<file path="src/rtl/uart_rx_fifo.sv">
// Receive-side byte FIFO for the UART: stores {parity error, byte} pairs and
// presents the head entry first-word-fall-through with registered status flags.
module uart_rx_fifo #(
  parameter int DATA_WIDTH  = 8,
  parameter int DEPTH       = 16,
  parameter int AFULL_LEVEL = 12
) (
  input  logic                    clk,
  input  logic                    reset_n,
  input  logic                    wen,
  input  logic [DATA_WIDTH-1:0]   wdata,
  input  logic                    wperr,
  input  logic                    ren,
  input  logic                    flush,
  input  logic                    ovf_clr,
  output logic [DATA_WIDTH-1:0]   rdata,
  output logic                    rperr,
  output logic                    empty,
  output logic                    full,
  output logic                    afull,
  output logic [$clog2(DEPTH):0]  count,
  output logic                    overflow
);

  localparam int AW = $clog2(DEPTH);
  localparam int CW = AW + 1;

  logic [DATA_WIDTH:0] mem [DEPTH];
  logic [AW-1:0]       wptr;
  logic [AW-1:0]       rptr;
  logic                wr_acc;
  logic                rd_acc;
  logic                drop;
  logic [CW-1:0]       count_nxt;
  logic [DATA_WIDTH:0] head;

  // When full, a same-cycle pop frees the slot, so the write is still taken.
  always_comb begin
    wr_acc    = wen && (!full || ren) && !flush;
    rd_acc    = ren && !empty && !flush;
    drop      = wen && full && !ren && !flush;
    count_nxt = count;
    if (flush) begin
      count_nxt = '0;
    end else begin
      case ({wr_acc, rd_acc})
        2'b10:   count_nxt = count + CW'(1);
        2'b01:   count_nxt = count - CW'(1);
        default: count_nxt = count;
      endcase
    end
  end

  always_ff @(posedge clk or negedge reset_n) begin
    if (!reset_n) begin
      wptr     <= '0;
      rptr     <= '0;
      count    <= '0;
      empty    <= 1'b1;
      full     <= 1'b0;
      afull    <= 1'b0;
      overflow <= 1'b0;
    end else begin
      if (flush) begin
        wptr <= '0;
        rptr <= '0;
      end else begin
        if (wr_acc) wptr <= wptr + 1'b1;
        if (rd_acc) rptr <= rptr + 1'b1;
      end
      count <= count_nxt;
      empty <= (count_nxt == '0);
      full  <= (count_nxt == CW'(DEPTH));
      afull <= (count_nxt >= CW'(AFULL_LEVEL));
      // A dropped write outranks a clear arriving in the same cycle.
      if (drop)
        overflow <= 1'b1;
      else if (ovf_clr || flush)
        overflow <= 1'b0;
    end
  end

  always_ff @(posedge clk) begin
    if (wr_acc) mem[wptr] <= {wperr, wdata};
  end

  assign head  = mem[rptr];
  assign rdata = empty ? '0   : head[DATA_WIDTH-1:0];
  assign rperr = empty ? 1'b0 : head[DATA_WIDTH];

endmodule

</file>
<file path="config.mk">
export PLATFORM = sky130hd
export DESIGN_NAME = uart_rx_fifo
export DESIGN_NICKNAME = d
export VERILOG_FILES = /design/src/rtl/uart_rx_fifo.sv
export SDC_FILE = /design/constraint.sdc
export NUM_CORES = 1
export LEC_CHECK = 0
export ABC_CLOCK_PERIOD_IN_PS = 2600
export BUFFER_PORTS_ARGS = -buffer_cell sky130_fd_sc_hd__buf_2
export CORE_AREA = 10 10 132 134
export DETAILED_ROUTE_END_ITERATION = 16
export DIE_AREA = 0 0 142 144
export GPL_ROUTABILITY_DRIVEN = 0
export REMOVE_ABC_BUFFERS = 1
export SLEW_MARGIN = 20
export SYNTH_ARGS = -nofsm -noshare
export SYNTH_HDL_FRONTEND = slang
export SYNTH_SLANG_ARGS = --single-unit
</file>
<file path="constraint.sdc">
create_clock -name clk -period 2.6 [get_ports clk]
set_clock_uncertainty 0.05 [all_clocks]
set_input_delay 0.13 -clock clk [delete_from_list [all_inputs] [get_ports clk]]
set_output_delay 0.13 -clock clk [all_outputs]
set_load 0.05 [all_outputs]
</file>
==> Word level (Yosys, flattened, before mapping) <==
Memories as Yosys holds them, arrays and structs flattened.
Index checks and enable logic that the tools add are counted.
{ "word_totals": {"regBits": 17, "ramBits": 144, "output_inout_bits": 18, "elab_cells": 45, "mem_count": 1} }
{ "memory_table": {"columns": ["name", "depth", "word_bits", "rd", "rd_ports_with_merged_regs", "write_ports", "line", "source"], "rows": [
  ["mem", 16, 9, 1, 0, 1, "28", "logic [DATA_WIDTH:0] mem [DEPTH];"]
]} }
{ "op_classes": {"add_sub_neg": 4, "magnitude_cmp": 1, "n_eq_ne": 3, "muxes": 12, "reduce_logical": 17} }
{ "ops": {"columns": ["cell", "n"], "rows": [
  ["4-bit two-way mux", 4],
  ["5-bit one-hot mux with 2 select lines", 1],
  ["4-bit by 1-bit adder with 4-bit output (second input constant)", 2],
  ["8-bit two-way mux", 1],
  ["1-bit logical AND", 7],
  ["2-bit nonzero test", 3],
  ["5-bit by 1-bit adder with 5-bit output (second input constant)", 1],
  ["5-bit == test (second input constant)", 1],
  ["5-bit by 4-bit greater-or-equal comparator with 1-bit output (second input constant)", 1],
  ["5-bit zero test", 1],
  ["1-bit two-way mux", 5],
  ["5-bit two-way mux", 1],
  ["5-bit by 1-bit subtractor with 5-bit output (second input constant)", 1],
  ["1-bit zero test", 4],
  ["2-bit by 1-bit == test with 1-bit output (second input constant)", 1],
  ["2-bit == test (second input constant)", 1],
  ["1-bit logical OR", 2]
]} }

==> Depth between registers and ports, before layout <==
{ "logic_depth": {"depth_word": 8, "mapped_depth": 13} }

==> Least setup slack after synthesis <==
OpenSTA, ideal clock, no wires.
{ "synth_path": {"path_kind": "register to register", "startpoint": "reg full", "endpoint": "reg afull", "setup_ns": 0.083, "arrival_ns": 2.818, "t_required_ns": 2.467, "slack_ns": -0.351, "path_stages_with_launch": 14, "path_buffers": 1, "path_cell_list": "dfrtp_1 -> nand2b_1 -> nand2_1 -> nor2_1 -> inv_1 -> ha_1 -> clkbuf_1 -> xor2_1 -> ha_1 -> a21oi_1 -> mux2i_1 -> xor2_1 -> or2_2 -> o22ai_1"} }
{ "synth_via": {"elab_chain_len": 8} }
{ "synth_rtl": {"columns": ["item", "line", "source"], "rows": [
  ["start, declared", "19", "output logic full,"],
  ["start signal, assigned", "73", "full <= (count_nxt == CW'(DEPTH));"],
  ["1-bit zero test *", "39", "wr_acc = wen && (!full || ren) && !flush;"],
  ["1-bit logical OR *", "39", null],
  ["1-bit logical AND * (2 in a row)", "39", null],
  ["2-bit by 1-bit == test with 1-bit output or 2-bit == test (tied branches)", "46", "case ({wr_acc, rd_acc})"],
  ["5-bit one-hot mux with 2 select lines *", "46", null],
  ["5-bit two-way mux *", "43", "if (flush) begin"],
  ["5-bit by 4-bit greater-or-equal comparator with 1-bit output *", "74", "afull <= (count_nxt >= CW'(AFULL_LEVEL));"],
  ["end signal, assigned", "74", null],
  ["end, declared", "20", "output logic afull,"]
]} }
Every way passes the cells marked *; elsewhere a longest branch is shown, timed or not.
A chain may end at the register's enable or synchronous reset.

==> Worst setup path after layout <==
{ "layout_path": {"startpoint": "reg rptr[0]", "endpoint": "out rdata[4]"} }
{ "layout_via": {"elab_chain_len": 2} }
{ "layout_rtl": {"columns": ["item", "line", "source"], "rows": [
  ["start, declared", "30", "logic [AW-1:0] rptr;"],
  ["start signal, assigned", "69", "if (rd_acc) rptr <= rptr + 1'b1;"],
  ["memory read 16 x 9 bit", null, null],
  ["8-bit two-way mux", "88", "assign rdata = empty ? '0 : head[DATA_WIDTH-1:0];"],
  ["end, declared", "16", "output logic [DATA_WIDTH-1:0] rdata,"]
]} }
No other way between the ends.

==> impl_metrics.py <==
metrics = {
    "status": {
        "status": "complete, but fails checks",
        "violations": "negative setup slack",
    },
    "layout": {
        "nNetsFinal": 433,
        "syn_to_final_growth_pct": 21.3,
        "final_cells": 608,
        "n_antenna_cell": 0,
        "drive_gt1_share_pct": 36.0,
    },
    "setup_path": {
        "cp-endpoint": "rdata[4]",
        "path_cells": "buf_6, buf_12, mux4_2, mux4_2, nor2b_4, buf_8",
        "reg2regPathDepth": 10,
        "critPathLaunchType": "flop",
        "reg2reg_from": "empty",
        "end_kind": "primary output",
        "regToRegEndpoint": "afull",
        "crit_buf_inv": 3,
        "path_max_fanout": 6,
        "crit_arrival_ns": 2.43,
        "worst-r2r-setup-slack_ns": 0.19,
        "crit_top_cell": "mux4_2",
        "worst_path_max_delay_cell": "mux4_2",
        "worst-path-stages": 6,
        "required_ns": 2.42,
        "critPathMaxStageDelay_ns": 0.52,
        "critPathLaunch": "rptr[0]",
        "crit_type": "flop to primary output",
        "path_delay_family": "multiplexers",
    },
    "sta": {
        "rsz0062_at_grt": "yes",
        "hold_violations": 0,
        "relSlewSlack_pct": 50.0,
        "final.min_clock_period_ns": 2.61,
        "period_share_pct": 100,
        "final_max_slew_viol_count": 0,
        "worstMarginPinSlew_ns": 0.750,
        "max_freq_mhz": 383,
        "finalSetupViolations": 2,
        "fin_ws_ns": -0.00990,
    },
    "cts": {
        "path_clk_slew_ns": 0.06,
        "cts-buffers-inserted": 17,
        "insertion_delay_ns": 0.42,
        "clkSinkCount": 161,
        "cts.path.max_buffers": 2,
        "h-tree-depth": 4,
        "root_buffer": "clkbuf_16",
        "tritoncts": "built",
    },
    "place": {
        "port_buffers": 32,
        "hpwlAfterDp_um": 8030,
        "placedCellCount": 563,
        "dp_slack_ns": 0.0698,
    },
    "grt": {
        "grt_antenna_before_repair": 0,
        "grt_util_met1_pct": 18.1,
        "grt_start_max_net_pins": 40,
        "grt_pass1_vias": 3514,
        "grt.met3_usage_pct": 4.43,
        "met2_usage_pct": 23.5,
        "grt_overflow": 0,
        "global_route.peak_usage_layer": "met2",
        "grtUsageTotal_pct": 14.5,
        "grt_first_pass_wirelength_um": 21200,
    },
    "synth": {
        "synth.avg_cell_area_sq_um": 19.5,
        "yosysUniqueCellTypes": 33,
        "yosysTopAreaCellShare_pct": 66.2,
        "synth_area_leaders": "edfxtp_1 66%, mux4_2 16%, dfrtp_1 6.1%",
        "ys_seq_elements": 161,
        "synth_seq_area_share_pct": 72.8,
        "synthFlopType": "edfxtp_1",
        "yosysTopAreaCell": "edfxtp_1",
        "yosysWarnings": 0,
        "syn_inst": 335,
        "synth-edff-count": 144,
        "async_reset_ff_share_pct": 10.6,
        "syn_area_sq_um": 6530,
    },
    "detailed_routing": {
        "routed_via_density": 5.44,
        "vias": 3309,
        "detail-route-antenna-nets": 0,
        "first_pass_iters": 4,
        "avgRoutedWirePerCell_um": 23.1,
        "drtIter0Drc": 274,
        "totalWireLength_um": 14000,
        "drcViolationCount": 0,
    },
    "floorplan": {
        "io_pins": 33,
        "coreArea_sq_um": 14900,
        "rows": 45,
        "die_height_um": 144,
        "die-area_sq_um": 20400,
        "start_util_pct": 43.9,
        "die_w_um": 142,
    },
    "worst_hold_path": {
        "worst_hold_path_type": "input port to flop",
    },
    "pwr": {
        "power.density_nw_per_um2": 713,
        "irDropWorstVdd_uv": 471,
        "p_leak_nw": 2.70,
    },
    "flow_run": {
        "drv_cap": 0,
    },
}
[area by class of cell]
cell class                 count  area, sq um
clock inverter                11         75.1
inverter                       5         18.8
clock buffer                  18          429
sequential                   161         4750
tap                          188          235
multi-input combinational    152         1730
timing repair buffer          73          683
fill                        1174         6950
[how the worst min path moves through the flow]
| stage | from | endpoint | depth (start not counted) | slack [ns] |
|---|---|---|---|---|
| floorplan | reset_n | afull | 0 | -0.22 |
| global placement | reset_n | count[2] | 1 | 0.03 |
| detailed placement | reset_n | afull | 1 | 0.04 |
| CTS | wdata[7] | mem[4][7] | 1 | 0.02 |
| global route | wdata[2] | mem[6][2] | 1 | 0.04 |
| finish | wdata[7] | mem[4][7] | 1 | 0.04 |
[kinds of logic (layout without fill, tap and decap cells)]
| group | Yosys count | after routing | share of synthesized area, % |
|---|---|---|---|
| AO/OA/AOI/OAI | 15 | 15 | 1.44 |
| XOR/XNOR | 10 | 10 | 1.34 |
| adder cells (fa/ha/maj) | 8 | 8 | 1.53 |
| buffers and inverters | 22 | 107 | 1.65 |
| flip-flops | 161 | 161 | 72.8 |
| multiplexers | 48 | 48 | 16.0 |
| AND/OR/NAND/NOR | 71 | 71 | 5.27 |
[power breakdown]
group | internal [mW] | switching [mW]
sequential | 2.85 | 0.0228
clock | 1.27 | 0.895
combinational | 0.288 | 0.319
total | 4.41 | 1.24
[state kept, by name (all words and copies together) (netlist names)]
name      cells
mem         144
count         5
rptr          4
wptr          4
afull         1
empty         1
full          1
overflow      1
[per-stage QoR]
| step | hold slack (ns) | power [mW] | area (sq um) | setup TNS, ns | utilization [%] |
|---|---|---|---|---|---|
| after detailed placement | 0.0366 | 3.42 | 7070 | 0 | 47.6 |
| after global routing | 0.0369 | 5.86 | 7920 | -0.488 | 53.3 |
| final | 0.0379 | 5.65 | 7920 | -0.0138 | 53.3 |
| after CTS | 0.0191 | 5.69 | 7830 | -0.180 | 52.7 |
| after global placement | 0.0284 | 3.41 | 7070 | 0 | 47.6 |
| after floorplan | -0.216 | 3.25 | 6440 | -5.86 | - |
[synth_stat cells, types with 5 or more instances]
cell type  count
a21oi_1        5
buf_1          6
clkbuf_1       6
dfrtp_1       16
edfxtp_1     144
ha_1           8
inv_1          5
mux4_2        45
nand2_1       13
nand2b_1       5
nor2_1        25
nor2b_1       13
nor3_1         5
xor2_1         6
[worst reg2reg max path, stage by stage, from the launching register on]
cell     delay [ns]
dfstp_2        0.53
nor2b_2        0.07
nor2b_2        0.17
ha_1           0.22
xor2_1         0.17
ha_2           0.21
a21oi_2        0.11
mux2i_1        0.22
xor2_1         0.12
or2_2          0.30
o22ai_1        0.17
[layer usage]
metal | part of all wire, % | routed length [um]
met4 | 1.7 | 239
met1 | 41 | 5800
met5 | 0 | 0
met2 | 50 | 7030
met3 | 6.9 | 966
[repair_timing]
item                                    4_1_cts  5_1_grt
endpoints found under the hold margin        23        0
gates resized for setup                      29       11
gates cloned                                  3        0
buffers inserted                              4        4
endpoints found under the setup margin        6       14
hold buffers                                  5        0
pin swaps                                     0        1
[layout by cell type (no fill, tap or decap), drive strengths merged, types with 5 or more instances in the layout]
cell type / instances
a21oi: 5
buf: 68
clkbuf: 18
clkinv: 10
dfrtp: 16
dlygate4sd3: 5
edfxtp: 144
ha: 8
inv: 5
mux4: 45
nand2: 13
nand2b: 5
nor2: 25
nor2b: 13
nor3: 5
xor2: 6
(Power assumes the default switching activity.)
